===== src/rtl/mem_arb_pkg.sv =====
// Shared types and constants for the three-port memory arbiter.
package mem_arb_pkg;

    localparam int unsigned DATA_W  = 32;
    localparam int unsigned ADDR_W  = 32;
    localparam int unsigned N_PORTS = 3;
    localparam int unsigned CNT_W   = 3;   // holds MEM_LAT up to 4
    localparam int unsigned BURST_W = 4;   // holds VGA_BURST up to 15

    typedef logic [1:0] state_t;
    localparam state_t IDLE  = 2'd0;
    localparam state_t ISSUE = 2'd1;
    localparam state_t WAIT  = 2'd2;
    localparam state_t ACK   = 2'd3;

    typedef logic [1:0] grant_t;
    localparam grant_t PORT_I = 2'd0;
    localparam grant_t PORT_D = 2'd1;
    localparam grant_t PORT_V = 2'd2;

    // Registered memory-side command of the access in flight.
    typedef struct packed {
        logic              we;
        logic [ADDR_W-1:0] addr;
        logic [DATA_W-1:0] wdata;
    } mem_cmd_t;

endpackage


===== src/rtl/mem_arb_pick.sv =====
// Combinational winner selection: VGA first unless its burst budget is spent, CPU ports round-robin.
module mem_arb_pick
    import mem_arb_pkg::*;
(
    input  logic [N_PORTS-1:0] reqs,
    input  grant_t             rr_ptr,
    input  logic               burst_limit,
    output grant_t             gnt_c,
    output logic               gnt_valid_c
);

    logic cpu_any;

    always_comb begin
        cpu_any     = reqs[PORT_I] | reqs[PORT_D];
        gnt_valid_c = |reqs;
        gnt_c       = PORT_I;
        if (reqs[PORT_V] && !(burst_limit && cpu_any)) begin
            gnt_c = PORT_V;
        end else if (rr_ptr == PORT_D) begin
            gnt_c = reqs[PORT_D] ? PORT_D : PORT_I;
        end else begin
            gnt_c = reqs[PORT_I] ? PORT_I : PORT_D;
        end
    end

endmodule


===== src/rtl/mem_arbiter.sv =====
// Single-ported memory arbiter for CPU ifetch, CPU data and VGA fetch; one access in flight,
// every output driven from a register.
module mem_arbiter
    import mem_arb_pkg::*;
#(
    parameter int unsigned MEM_LAT   = 1,
    parameter int unsigned VGA_BURST = 4
) (
    input  logic              clk,
    input  logic              rst,
    input  logic              i_req,
    input  logic [ADDR_W-1:0] i_addr,
    output logic              i_ack,
    output logic [DATA_W-1:0] i_rdata,
    input  logic              d_req,
    input  logic              d_we,
    input  logic [ADDR_W-1:0] d_addr,
    input  logic [DATA_W-1:0] d_wdata,
    output logic              d_ack,
    output logic [DATA_W-1:0] d_rdata,
    input  logic              v_req,
    input  logic [ADDR_W-1:0] v_addr,
    output logic              v_ack,
    output logic [DATA_W-1:0] v_rdata,
    output logic              mem_en,
    output logic              mem_we,
    output logic [ADDR_W-1:0] mem_addr,
    output logic [DATA_W-1:0] mem_wdata,
    input  logic [DATA_W-1:0] mem_rdata
);

    state_t             state_q, state_n;
    logic [CNT_W-1:0]   lat_q, lat_n;
    logic [BURST_W-1:0] burst_q, burst_n;
    grant_t             rr_q, rr_n;
    grant_t             gnt_q, gnt_n;
    mem_cmd_t           cmd_q, cmd_n;
    logic               mem_en_n, i_ack_n, d_ack_n, v_ack_n;
    logic [DATA_W-1:0]  i_rdata_n, d_rdata_n, v_rdata_n;

    grant_t             pick_gnt_c;
    logic               pick_valid_c;
    logic               burst_limit_c;
    logic               cpu_any_c;

    assign cpu_any_c     = i_req | d_req;
    assign burst_limit_c = (burst_q == BURST_W'(VGA_BURST));

    mem_arb_pick u_pick (
        .reqs        ({v_req, d_req, i_req}),
        .rr_ptr      (rr_q),
        .burst_limit (burst_limit_c),
        .gnt_c       (pick_gnt_c),
        .gnt_valid_c (pick_valid_c)
    );

    assign mem_we    = cmd_q.we;
    assign mem_addr  = cmd_q.addr;
    assign mem_wdata = cmd_q.wdata;

    // Next-state and next-output logic.
    always_comb begin
        state_n   = state_q;
        lat_n     = lat_q;
        burst_n   = burst_q;
        rr_n      = rr_q;
        gnt_n     = gnt_q;
        cmd_n     = cmd_q;
        mem_en_n  = 1'b0;
        i_ack_n   = 1'b0;
        d_ack_n   = 1'b0;
        v_ack_n   = 1'b0;
        i_rdata_n = i_rdata;
        d_rdata_n = d_rdata;
        v_rdata_n = v_rdata;

        case (state_q)
            IDLE: begin
                if (!cpu_any_c) begin
                    burst_n = '0;
                end
                if (pick_valid_c) begin
                    state_n  = ISSUE;
                    gnt_n    = pick_gnt_c;
                    mem_en_n = 1'b1;
                    case (pick_gnt_c)
                        PORT_I: begin
                            cmd_n.we   = 1'b0;
                            cmd_n.addr = i_addr;
                        end
                        PORT_D: begin
                            cmd_n.we    = d_we;
                            cmd_n.addr  = d_addr;
                            cmd_n.wdata = d_wdata;
                        end
                        default: begin
                            cmd_n.we   = 1'b0;
                            cmd_n.addr = v_addr;
                        end
                    endcase
                    if (pick_gnt_c == PORT_V) begin
                        if (!cpu_any_c) begin
                            burst_n = '0;
                        end else if (!burst_limit_c) begin
                            burst_n = burst_q + BURST_W'(1);
                        end
                    end else begin
                        burst_n = '0;
                        rr_n    = (pick_gnt_c == PORT_I) ? PORT_D : PORT_I;
                    end
                end
            end
            ISSUE: begin
                lat_n   = CNT_W'(MEM_LAT);
                state_n = WAIT;
            end
            WAIT: begin
                lat_n = lat_q - CNT_W'(1);
                // Last wait cycle is the one where mem_rdata is valid.
                if (lat_q == CNT_W'(1)) begin
                    state_n = ACK;
                    if (!cmd_q.we) begin
                        case (gnt_q)
                            PORT_I:  i_rdata_n = mem_rdata;
                            PORT_D:  d_rdata_n = mem_rdata;
                            default: v_rdata_n = mem_rdata;
                        endcase
                    end
                end
            end
            ACK: begin
                state_n = IDLE;
                case (gnt_q)
                    PORT_I:  i_ack_n = 1'b1;
                    PORT_D:  d_ack_n = 1'b1;
                    default: v_ack_n = 1'b1;
                endcase
            end
            default: state_n = IDLE;
        endcase
    end

    always_ff @(posedge clk) begin
        if (rst) begin
            state_q <= IDLE;
            lat_q   <= '0;
            burst_q <= '0;
            rr_q    <= PORT_I;
            gnt_q   <= PORT_I;
            cmd_q   <= '0;
            mem_en  <= 1'b0;
            i_ack   <= 1'b0;
            d_ack   <= 1'b0;
            v_ack   <= 1'b0;
            i_rdata <= '0;
            d_rdata <= '0;
            v_rdata <= '0;
        end else begin
            state_q <= state_n;
            lat_q   <= lat_n;
            burst_q <= burst_n;
            rr_q    <= rr_n;
            gnt_q   <= gnt_n;
            cmd_q   <= cmd_n;
            mem_en  <= mem_en_n;
            i_ack   <= i_ack_n;
            d_ack   <= d_ack_n;
            v_ack   <= v_ack_n;
            i_rdata <= i_rdata_n;
            d_rdata <= d_rdata_n;
            v_rdata <= v_rdata_n;
        end
    end

endmodule


===== config.mk =====
export PLATFORM = sky130hd
export DESIGN_NAME = mem_arbiter
export DESIGN_NICKNAME = d
export VERILOG_FILES = /design/src/rtl/mem_arb_pkg.sv /design/src/rtl/mem_arb_pick.sv /design/src/rtl/mem_arbiter.sv
export SDC_FILE = /design/constraint.sdc
export NUM_CORES = 1
export LEC_CHECK = 0
export ABC_AREA = 1
export BUFFER_PORTS_ARGS = -buffer_cell sky130_fd_sc_hd__buf_4
export CAP_MARGIN = 5
export CELL_PAD_IN_SITES_DETAIL_PLACEMENT = 0
export CELL_PAD_IN_SITES_GLOBAL_PLACEMENT = 1
export CORE_MARGIN = 10
export CORE_UTILIZATION = 29
export CTS_CLUSTER_SIZE = 14
export DETAILED_ROUTE_END_ITERATION = 10
export GPL_TIMING_DRIVEN = 0
export PLACE_DENSITY_LB_ADDON = 0.1
export SYNTH_ARGS = -nofsm -noshare
export SYNTH_HDL_FRONTEND = slang
export SYNTH_SLANG_ARGS = --single-unit

===== constraint.sdc =====
create_clock -name clk -period 1.55 [get_ports clk]
set_input_delay 0.31 -clock clk [delete_from_list [all_inputs] [get_ports clk]]
set_output_delay 0.31 -clock clk [all_outputs]
set_load 0.1 [all_outputs]

==> results of run 1 <==
[cells in the final DEF (no fill, tap or decap), types with 2 or more instances in the layout]
cell       synthesis  layout
nand4_1           34      34
nand3_4            0       2
nand3_1           94      56
a21oi_1           44      42
ha_4               0       4
ha_1               7       3
nor2_1           269     260
dfxtp_2            0       5
buf_1              2       2
o21ai_0          106      79
buf_8              0      15
buf_4             18     348
inv_6              0       3
clkinv_8           0       5
inv_1             77      69
clkbuf_4           0       2
clkbuf_1          29      15
o21ai_1            2      25
a21oi_2            2       4
clkbuf_16          0      25
nand2_2            3      16
nor2_2             0       6
buf_12             0       8
nand2_8            0       2
o21ai_2            1       4
buf_6              9      13
nand3_2            3      39
inv_8              0       3
inv_2              3       8
buf_2             17      10
clkbuf_2           0      10
nand2_1          140     114
dfxtp_1          177     171
clkinv_4           0       3
nand2_4            0      11
nor2_4             2       5
buf_16             0       2
nor3_1             2       2
[power by group through the flow]
stage                     Sequential [mW]  Clock, mW  Combinational [mW]
after floorplan                      10.0          0                2.73
after global placement               5.72          0                9.44
after detailed placement             5.74          0                9.42
after CTS                            5.67       4.45                9.97
after global routing                 5.79       4.64                11.7
final                                5.70       4.34                11.0
[path summary, 6_finish.rpt]
path | startpoint | end | cells past startpoint
worst min-delay path | mem_rdata[26] | i_rdata[26] | 3
worst max register to register | burst_q[0] | mem_addr[7] | 13
worst min register to register | mem_wdata[27] | mem_wdata[27] | 2
worst max-delay path | burst_q[0] | mem_addr[7] | 13
[cell families (layout without fill, tap and decap cells)]
group / Yosys count / after routing / share of synthesized area
DFF: 177 / 177 / 0.473
and+or+nand+nor: 549 / 549 / 0.309
AOI/OAI and AO/OA: 158 / 158 / 0.108
buffers and inverters: 155 / 544 / 0.0986
adders and majority gates: 7 / 7 / 0.0117
other: 0 / 1 / 0
[metrics by stage]
step | std cells | worst slack (ns) | area, um2 | TNS, ns | hold WS, ns
floorplan | 1046 | 0.00429 | 7490 | 0 | 0.438
global placement | 1705 | -0.520 | 10400 | -45.94 | 0.448
detailed placement | 1705 | -0.529 | 10400 | -44.73 | 0.456
CTS | 1750 | -0.0372 | 11400 | -0.377 | 0.102
global route | 1766 | -0.117 | 12100 | -5.49 | 0.112
finish | 1766 | -0.0344 | 12100 | -0.168 | 0.125
[metal layers]
metal	part of all wire	vias to the layer above
met1	0.42	3673
met2	0.49	217
met4	0.0098	2
met5	0.00042	-
met3	0.075	17
li1	-	4118
[critical path, delay by kind of cell, from the launching register on]
family,cells,cell delay (ns)
and+or+nand+nor,8,0.60
buffers and inverters,4,0.42
DFF,1,0.32
adders and majority gates,1,0.14
[cell type report]
class,count,share of cell area
antenna,1,0.000206
buffer,75,0.0538
clock buffer,18,0.0353
clock inverter,14,0.0137
inverter,80,0.0264
multi-input combinational,714,0.303
sequential,177,0.293
tap,330,0.0340
timing repair buffer,357,0.241
[timing repair]
action | 4_1_cts | 5_1_grt
endpoints found under the setup margin | 168 | 152
setup buffers | 11 | 7
gates resized for setup | 88 | 155
hold endpoints to repair | 0 | 0
cloned | 2 | 8
pin swaps | 7 | 29
hold buffers | 0 | 0
[flip-flops by register name (all words and copies together), names as in the netlist]
register	cells
mem_wdata	32
lat_q	3
burst_q	4
v_rdata	32
mem_we	1
i_ack	1
v_ack	1
d_ack	1
d_rdata	32
state_q	2
mem_addr	32
i_rdata	32
gnt_q	2
rr_q	1
mem_en	1
==> results.ini, run 1 <==
[run_status]
status = finished with violations
violations = setup timing

[sta]
timing.final.max_slew_violations = 0
rsz0062_at_grt = yes
fin_crit_ns = 1.58
fin_ws_ns = -0.0344
slew-limit-headroom = 0.610
setup_viol = 15
fin_skew_ns = 0.0177
worstMarginPinSlew_ns = 0.585
period_share = 1.02
fmax_ghz = 0.631
hold_violations = 0

[synthesis]
syn-cell-area_mm2 = 0.00749
synth_edf_count = 0
synth_top_area_cell = dfxtp_1
synth_area_per_cell_um2 = 7.16
yosysMostFrequentCell = nor2_1
netlist_top_cells_area = dfxtp_1, nor2_1, o21ai_0, nand2_1, nand3_1
ys.flop_type = dfxtp_1
ys_types = 27
yosys_warnings = 0
ys_ff_latch = 177
syn_nets = 1219
synthArstFlopShare = 0
ys_seq_area_frac = 0.473
yosys-top-cells-count = nor2_1, dfxtp_1, nand2_1
syn_inst = 1046
synth_top_area_frac = 0.473

[floorplanning]
start_util = 0.296
die-area_mm2 = 0.0327
core-area_mm2 = 0.0253
fp-row-count = 58
die-height_um = 181
io_pins = 331
die_w_um = 181

[cells_and_area]
drive_gt1_frac = 0.390
seqCellArea_mm2 = 0.00355
multi_input_area_mm2 = 0.00368
area_growth_pct = 62.1
fin_nets = 1595
fill_cells = 2636
utilization = 0.479

[route]
ant_nets = 0
drtIter0Drc = 354
drc = 0
routed-via-count = 8027
post_drt_wl_per_cell_um = 17.7
viasPerCell = 4.55
drt-total-wl_um = 31300
dr.pass1.iters = 5

[setup_path]
path_cells = inv_2 > ha_4 > nand2_2 > nor2_4 > nand2_2 > nand2_4 > buf_6 > nand2_8 > clkbuf_16 > nand2_4 > nand3_2 > nand2_1 > inv_1
worstSetupPathType = reg2reg
r2r_setup_slack_ns = -0.03
critPathRequiredTime_ns = 1.88
start_kind = flip-flop
cp_max_fo = 7
worst_path_max_delay_cell = dfxtp_2
end_kind = flip-flop
cp.arrival_ns = 1.91
critPathMaxStageDelay_ns = 0.32

[clocking]
cts_tree = yes
htree_levels = 4
cts_buffers = 17
clock-sinks = 177
clkLatencyLatePin_ns = 0.43
clkSlewWorstSetupHoldPaths_ns = 0.09
root_buffer = clkbuf_16
cts_max_path_buffers = 2

[grt]
busiest_layer = met2
grt_max_degree = 20
grt_use_met2 = 0.304
grt.overflow.total = 0
grtUsageTotal = 0.179
use_met3 = 0.0623
met1_usage = 0.213
antenna_found_initial = 2
grt_pass1_vias = 8074
grt_first_pass_wirelength_um = 47100

[placement]
hpwl_um = 23400
port_buffers = 329
gp_congestion = 0.787

[power_and_ir_drop]
p_total_mw = 21.1
intPower_mw = 10.7
p_per_area_mw_per_mm2 = 1740
pwr-share-comb = 0.524
p_leak_nw = 5.90
sw_frac_of_total = 0.491
ir_worst_vdd_v = 0.000764
p_clk_frac = 0.206
p_sw_mw = 10.3
power_frac_seq = 0.270

[run]
maxCapViolCount = 0

[worst_hold_path]
min_path_type = in2reg

Note: power is estimated with default switching activity, not from simulation.
==> run 2: changes to the inputs <==
ABC_AREA = not set   (was 1)
CORE_UTILIZATION = 30   (was 29)
==> results.ini, run 2 <==
[run_status]
status = finished with violations
violations = setup timing

[sta]
setup_viol = 88
period_share = 1.06
slew-limit-headroom = 0.424
whs_ns = 0.109
fin_crit_ns = 1.64
timing.final.max_slew_violations = 0
tns_ns = -3.97
hold_violations = 0
fin_ws_ns = -0.0893
fmax_ghz = 0.610
fin_skew_ns = 0.0171
worstMarginPinSlew_ns = 0.865
rsz0062_at_grt = yes

[synthesis]
netlist_top_cells_area = dfxtp_1, nand2_1, a21oi_1, mux2i_1, o21ai_0
yosys_warnings = 0
syn_nets = 1011
ys_ff_latch = 177
ys_types = 43
synth_edf_count = 0
syn-cell-area_mm2 = 0.00713
yosysMostFrequentCell = nand2_1
ys.flop_type = dfxtp_1
yosys-top-cells-count = nand2_1, dfxtp_1, a21oi_1
synth_top_area_cell = dfxtp_1
ys_seq_area_frac = 0.497
synth_top_area_frac = 0.497
synthArstFlopShare = 0
synth_area_per_cell_um2 = 8.50
syn_inst = 838

[setup_path]
worstSetupPathType = reg2reg
cp.arrival_ns = 1.94
critPathMaxStageDelay_ns = 0.33
path_cells = inv_2 > ha_4 > nand3b_4 > a211oi_4 > buf_6 > clkbuf_16 > mux2i_1 > nor2_1
cp_max_fo = 6
worst_path_max_delay_cell = dfxtp_2
critPathRequiredTime_ns = 1.85
path_buf_inv = 3
end_kind = flip-flop
start_kind = flip-flop
crit_family = buffers and inverters

[floorplanning]
io_pins = 331
core-area_mm2 = 0.0234
fp-row-count = 56
die-area_mm2 = 0.0303
die-height_um = 174
die_w_um = 174
start_util = 0.305

[clocking]
clkLatencyLatePin_ns = 0.43
htree_levels = 4
cts_buffers = 17
clkSlewWorstSetupHoldPaths_ns = 0.08
clock-sinks = 177
holdBufCountCts = 0
cts_tree = yes
cts_max_path_buffers = 2
root_buffer = clkbuf_16

[route]
drt-total-wl_um = 29700
ant_nets = 0
routed-via-count = 7349
dr.pass1.iters = 4
drtIter0Drc = 286
drc = 0
post_drt_wl_per_cell_um = 19.1
viasPerCell = 4.73

[power_and_ir_drop]
p_leak_nw = 5.45
p_per_area_mw_per_mm2 = 1330
ir_worst_vdd_v = 0.000817

[cells_and_area]
utilization = 0.527
antenna_cells = 0
mostFrequentLayoutCell = buf_4
final_cell_mix = buf_4, dfxtp_1, nand2_1
finalInstanceArea_mm2 = 0.0123
fin_nets = 1396
drive_gt1_frac = 0.523
area_growth_pct = 73.0

[grt]
grt_pass1_vias = 7045
grtUsageTotal = 0.176
antenna_found_initial = 0
grt_first_pass_wirelength_um = 42300
grt.overflow.total = 0
grt_max_degree = 19

[placement]
port_buffers = 330
hpwl_um = 21200
dpl_cell_area_mm2 = 0.0100
pre_cts_ws_ns = -0.448
gp_congestion = 0.780

[run]
maxCapViolCount = 0

[worst_hold_path]
min_path_type = in2reg

[run 2: final cells by class]
| class | count | area (um2) |
|---|---|---|
| inverter | 7 | 28.8 |
| buffer | 67 | 666 |
| tap | 319 | 399 |
| sequential | 177 | 3560 |
| multi-input combinational | 587 | 4060 |
| clock buffer | 19 | 453 |
| timing repair buffer | 366 | 3040 |
| fill | 2295 | 11100 |
| clock inverter | 13 | 131 |
[run 2: worst paths after layout]
kind                     from       endpoint  slack, ns  cells after the start
hold reg to reg   v_rdata[27]    v_rdata[27]       0.46                      2
setup / recovery   burst_q[0]  mem_wdata[21]      -0.09                      8
hold / removal     d_wdata[8]   mem_wdata[8]       0.11                      3
setup reg to reg   burst_q[0]  mem_wdata[21]      -0.09                      8
[run 2: through the flow]
stage | cells | power, mW
after global placement | 1487 | 11.3
after CTS | 1533 | 15.9
final | 1555 | 16.4
after detailed placement | 1487 | 11.3
after global routing | 1555 | 17.1
after floorplan | 838 | 9.73
[run 2: power breakdown]
group	switching (mW)	internal, mW	leakage (nW)
registers	0.284	5.03	1.44
logic	4.69	2.02	3.72
clock network	2.11	2.24	0.290
total	7.09	9.29	5.45
[run 2: repair_timing]
item	in CTS	in global routing
hold endpoints to repair	0	0
setup endpoints to repair	158	161
gates cloned	2	15
pin swaps	5	136
buffers inserted	12	7
gates resized for setup	61	297
[run 2: kinds of logic after synthesis]
kind of cell	after synthesis	synth area share
AOI/OAI and AO/OA	209	0.170
buffers and inverters	74	0.0607
muxes	33	0.0463
DFF	177	0.497
and+or+nand+nor	338	0.213
adders and majority gates	7	0.0123
[run 2: metal layers]
metal / track usage / wire length [um]
met1: 0.209 / 12700
met2: 0.286 / 14000
met3: 0.0758 / 2570
met4: 0.0442 / 396
met5: 0 / 0
[run 2: tightest hold or removal path: stages]
cell and delay (ns):
buf_4 0.07, mux2i_1 0.05, nor2_1 0.07
==> run 3: changes to the inputs <==
CAP_MARGIN = 25   (was 5)
TNS_END_PERCENT = 10   (was not set)
==> results.ini, run 3 (synthesis results as in run 2) <==
[cells_and_area]
drive_gt1_frac = 0.379
final_cell_mix = buf_4, nand2_1, dfxtp_1
fin_nets = 1372
area_growth_pct = 53.7
mostFrequentLayoutCell = buf_4
antenna_cells = 0
fill_cells = 2437
utilization = 0.468

[sta]
fin_skew_ns = 0.0161
fin_crit_ns = 1.64
slew-limit-headroom = 0.596
setup_viol = 32
rsz0062_at_grt = yes
timing.final.max_slew_violations = 0
hold_violations = 0
period_share = 1.06
worstMarginPinSlew_ns = 0.606
fmax_ghz = 0.610
fin_ws_ns = -0.0907

[power_and_ir_drop]
p_clk_frac = 0.283
ir_worst_vdd_v = 0.000698
p_sw_mw = 6.82
pwr-share-comb = 0.386
sw_frac_of_total = 0.426
p_leak_nw = 4.62
intPower_mw = 9.21
p_per_area_mw_per_mm2 = 1460
power_frac_seq = 0.331
p_total_mw = 16.0

[clocking]
clkSlewWorstSetupHoldPaths_ns = 0.08
htree_levels = 4
cts_max_path_buffers = 2
clkLatencyLatePin_ns = 0.44
holdBufCountCts = 0
clock-sinks = 177
cts_tree = yes
cts_buffers = 17
root_buffer = clkbuf_16

[floorplanning]
die_w_um = 174
fp-row-count = 56
core-area_mm2 = 0.0234
die-height_um = 174
start_util = 0.305
die-area_mm2 = 0.0303
io_pins = 331

[placement]
hpwl_um = 21100
port_buffers = 330
gp_congestion = 0.786

[run_status]
status = finished with violations
violations = setup timing

[grt]
grt_pass1_vias = 7112
grtUsageTotal = 0.176
grt.overflow.total = 0
grt_first_pass_wirelength_um = 42200
grt_max_degree = 19
antenna_found_initial = 0

[setup_path]
critPathRequiredTime_ns = 1.86
cp_max_fo = 10
cp.arrival_ns = 1.95
path_buf_inv = 3
crit_family = buffers and inverters
end_kind = flip-flop
start_kind = flip-flop
worstSetupPathType = reg2reg
critPathMaxStageDelay_ns = 0.36
path_cells = inv_4 > ha_4 > nand3b_4 > a211oi_4 > buf_6 > buf_12 > mux2i_2 > nor2_1
worst_path_max_delay_cell = dfxtp_4

[route]
viasPerCell = 4.60
post_drt_wl_per_cell_um = 18.1
drtIter0Drc = 365
drc = 0
drt-total-wl_um = 27700
dr.pass1.iters = 5
routed-via-count = 7050
ant_nets = 0

[run]
maxCapViolCount = 0

[worst_hold_path]
min_path_type = in2reg

## run 3: changes by cell type in the layout (fill, tap and decap cells not counted), sizes merged
cell      delta
clkinv       +1
clkbuf      -18
inv          -2
clkinvlp     +1
bufinv       +2
buf          -8
## run 3: tightest hold or removal path, delay by kind of cell
kind / cells / cell delay [ns]
simple gates: 1 / 0.07
buf+inv: 1 / 0.08
mux: 1 / 0.05
## run 3: final timing paths
path	from	end	slack, ns	depth (start not counted)
min	d_wdata[4]	mem_wdata[4]	0.11	3
min reg2reg	v_rdata[22]	v_rdata[22]	0.45	2
max reg2reg	burst_q[0]	mem_wdata[14]	-0.09	8
max	burst_q[0]	mem_wdata[14]	-0.09	8
## run 3: routing by layer
layer	global-route usage	up-vias	wire length, um
met5	0	-	0
met2	0.284	231	12900
met4	0.0452	0	346
li1	-	3583	-
met1	0.223	3214	12400
met3	0.0555	22	2000
## run 3: metrics by stage
step / instances / worst slack [ns] / area (um2) / setup TNS [ns] / hold slack [ns]
final: 1531 / -0.0907 / 11000 / -2.15 / 0.106
after global routing: 1531 / -0.196 / 11000 / -13.10 / 0.108
after CTS: 1526 / -0.0830 / 10800 / -1.81 / 0.0775
after detailed placement: 1487 / -0.410 / 10000 / -48.06 / 0.447
after global placement: 1487 / -0.438 / 10000 / -48.97 / 0.443
after floorplan: 838 / -0.0548 / 7130 / -1.83 / 0.443
## run 3: repair_timing
action / 4_1_cts / 5_1_grt
setup endpoints to repair: 161 / 159
pin swaps: 5 / 3
cloned: 1 / 1
gates resized for setup: 56 / 39
setup buffers: 6 / 4
## run 3: power groups by stage
stage / registers [mW] / logic [mW] / clock network (mW)
final: 5.31 / 6.18 / 4.54
after global routing: 5.37 / 6.52 / 4.90
after floorplan: 8.24 / 1.49 / 0
after global placement: 5.38 / 5.91 / 0
after detailed placement: 5.39 / 5.92 / 0
after CTS: 5.31 / 6.07 / 4.70
## run 3: layout make-up
| type | instances | area, um2 | area share |
|---|---|---|---|
| Clock inverter | 15 | 191 | 0.0175 |
| Buffer | 67 | 529 | 0.0483 |
| Multi-Input combinational cell | 587 | 3230 | 0.295 |
| Inverter | 7 | 28.8 | 0.00263 |
| Tap cell | 319 | 399 | 0.0364 |
| Sequential cell | 177 | 3560 | 0.325 |
| Clock buffer | 17 | 425 | 0.0388 |
| Timing Repair Buffer | 342 | 2590 | 0.236 |
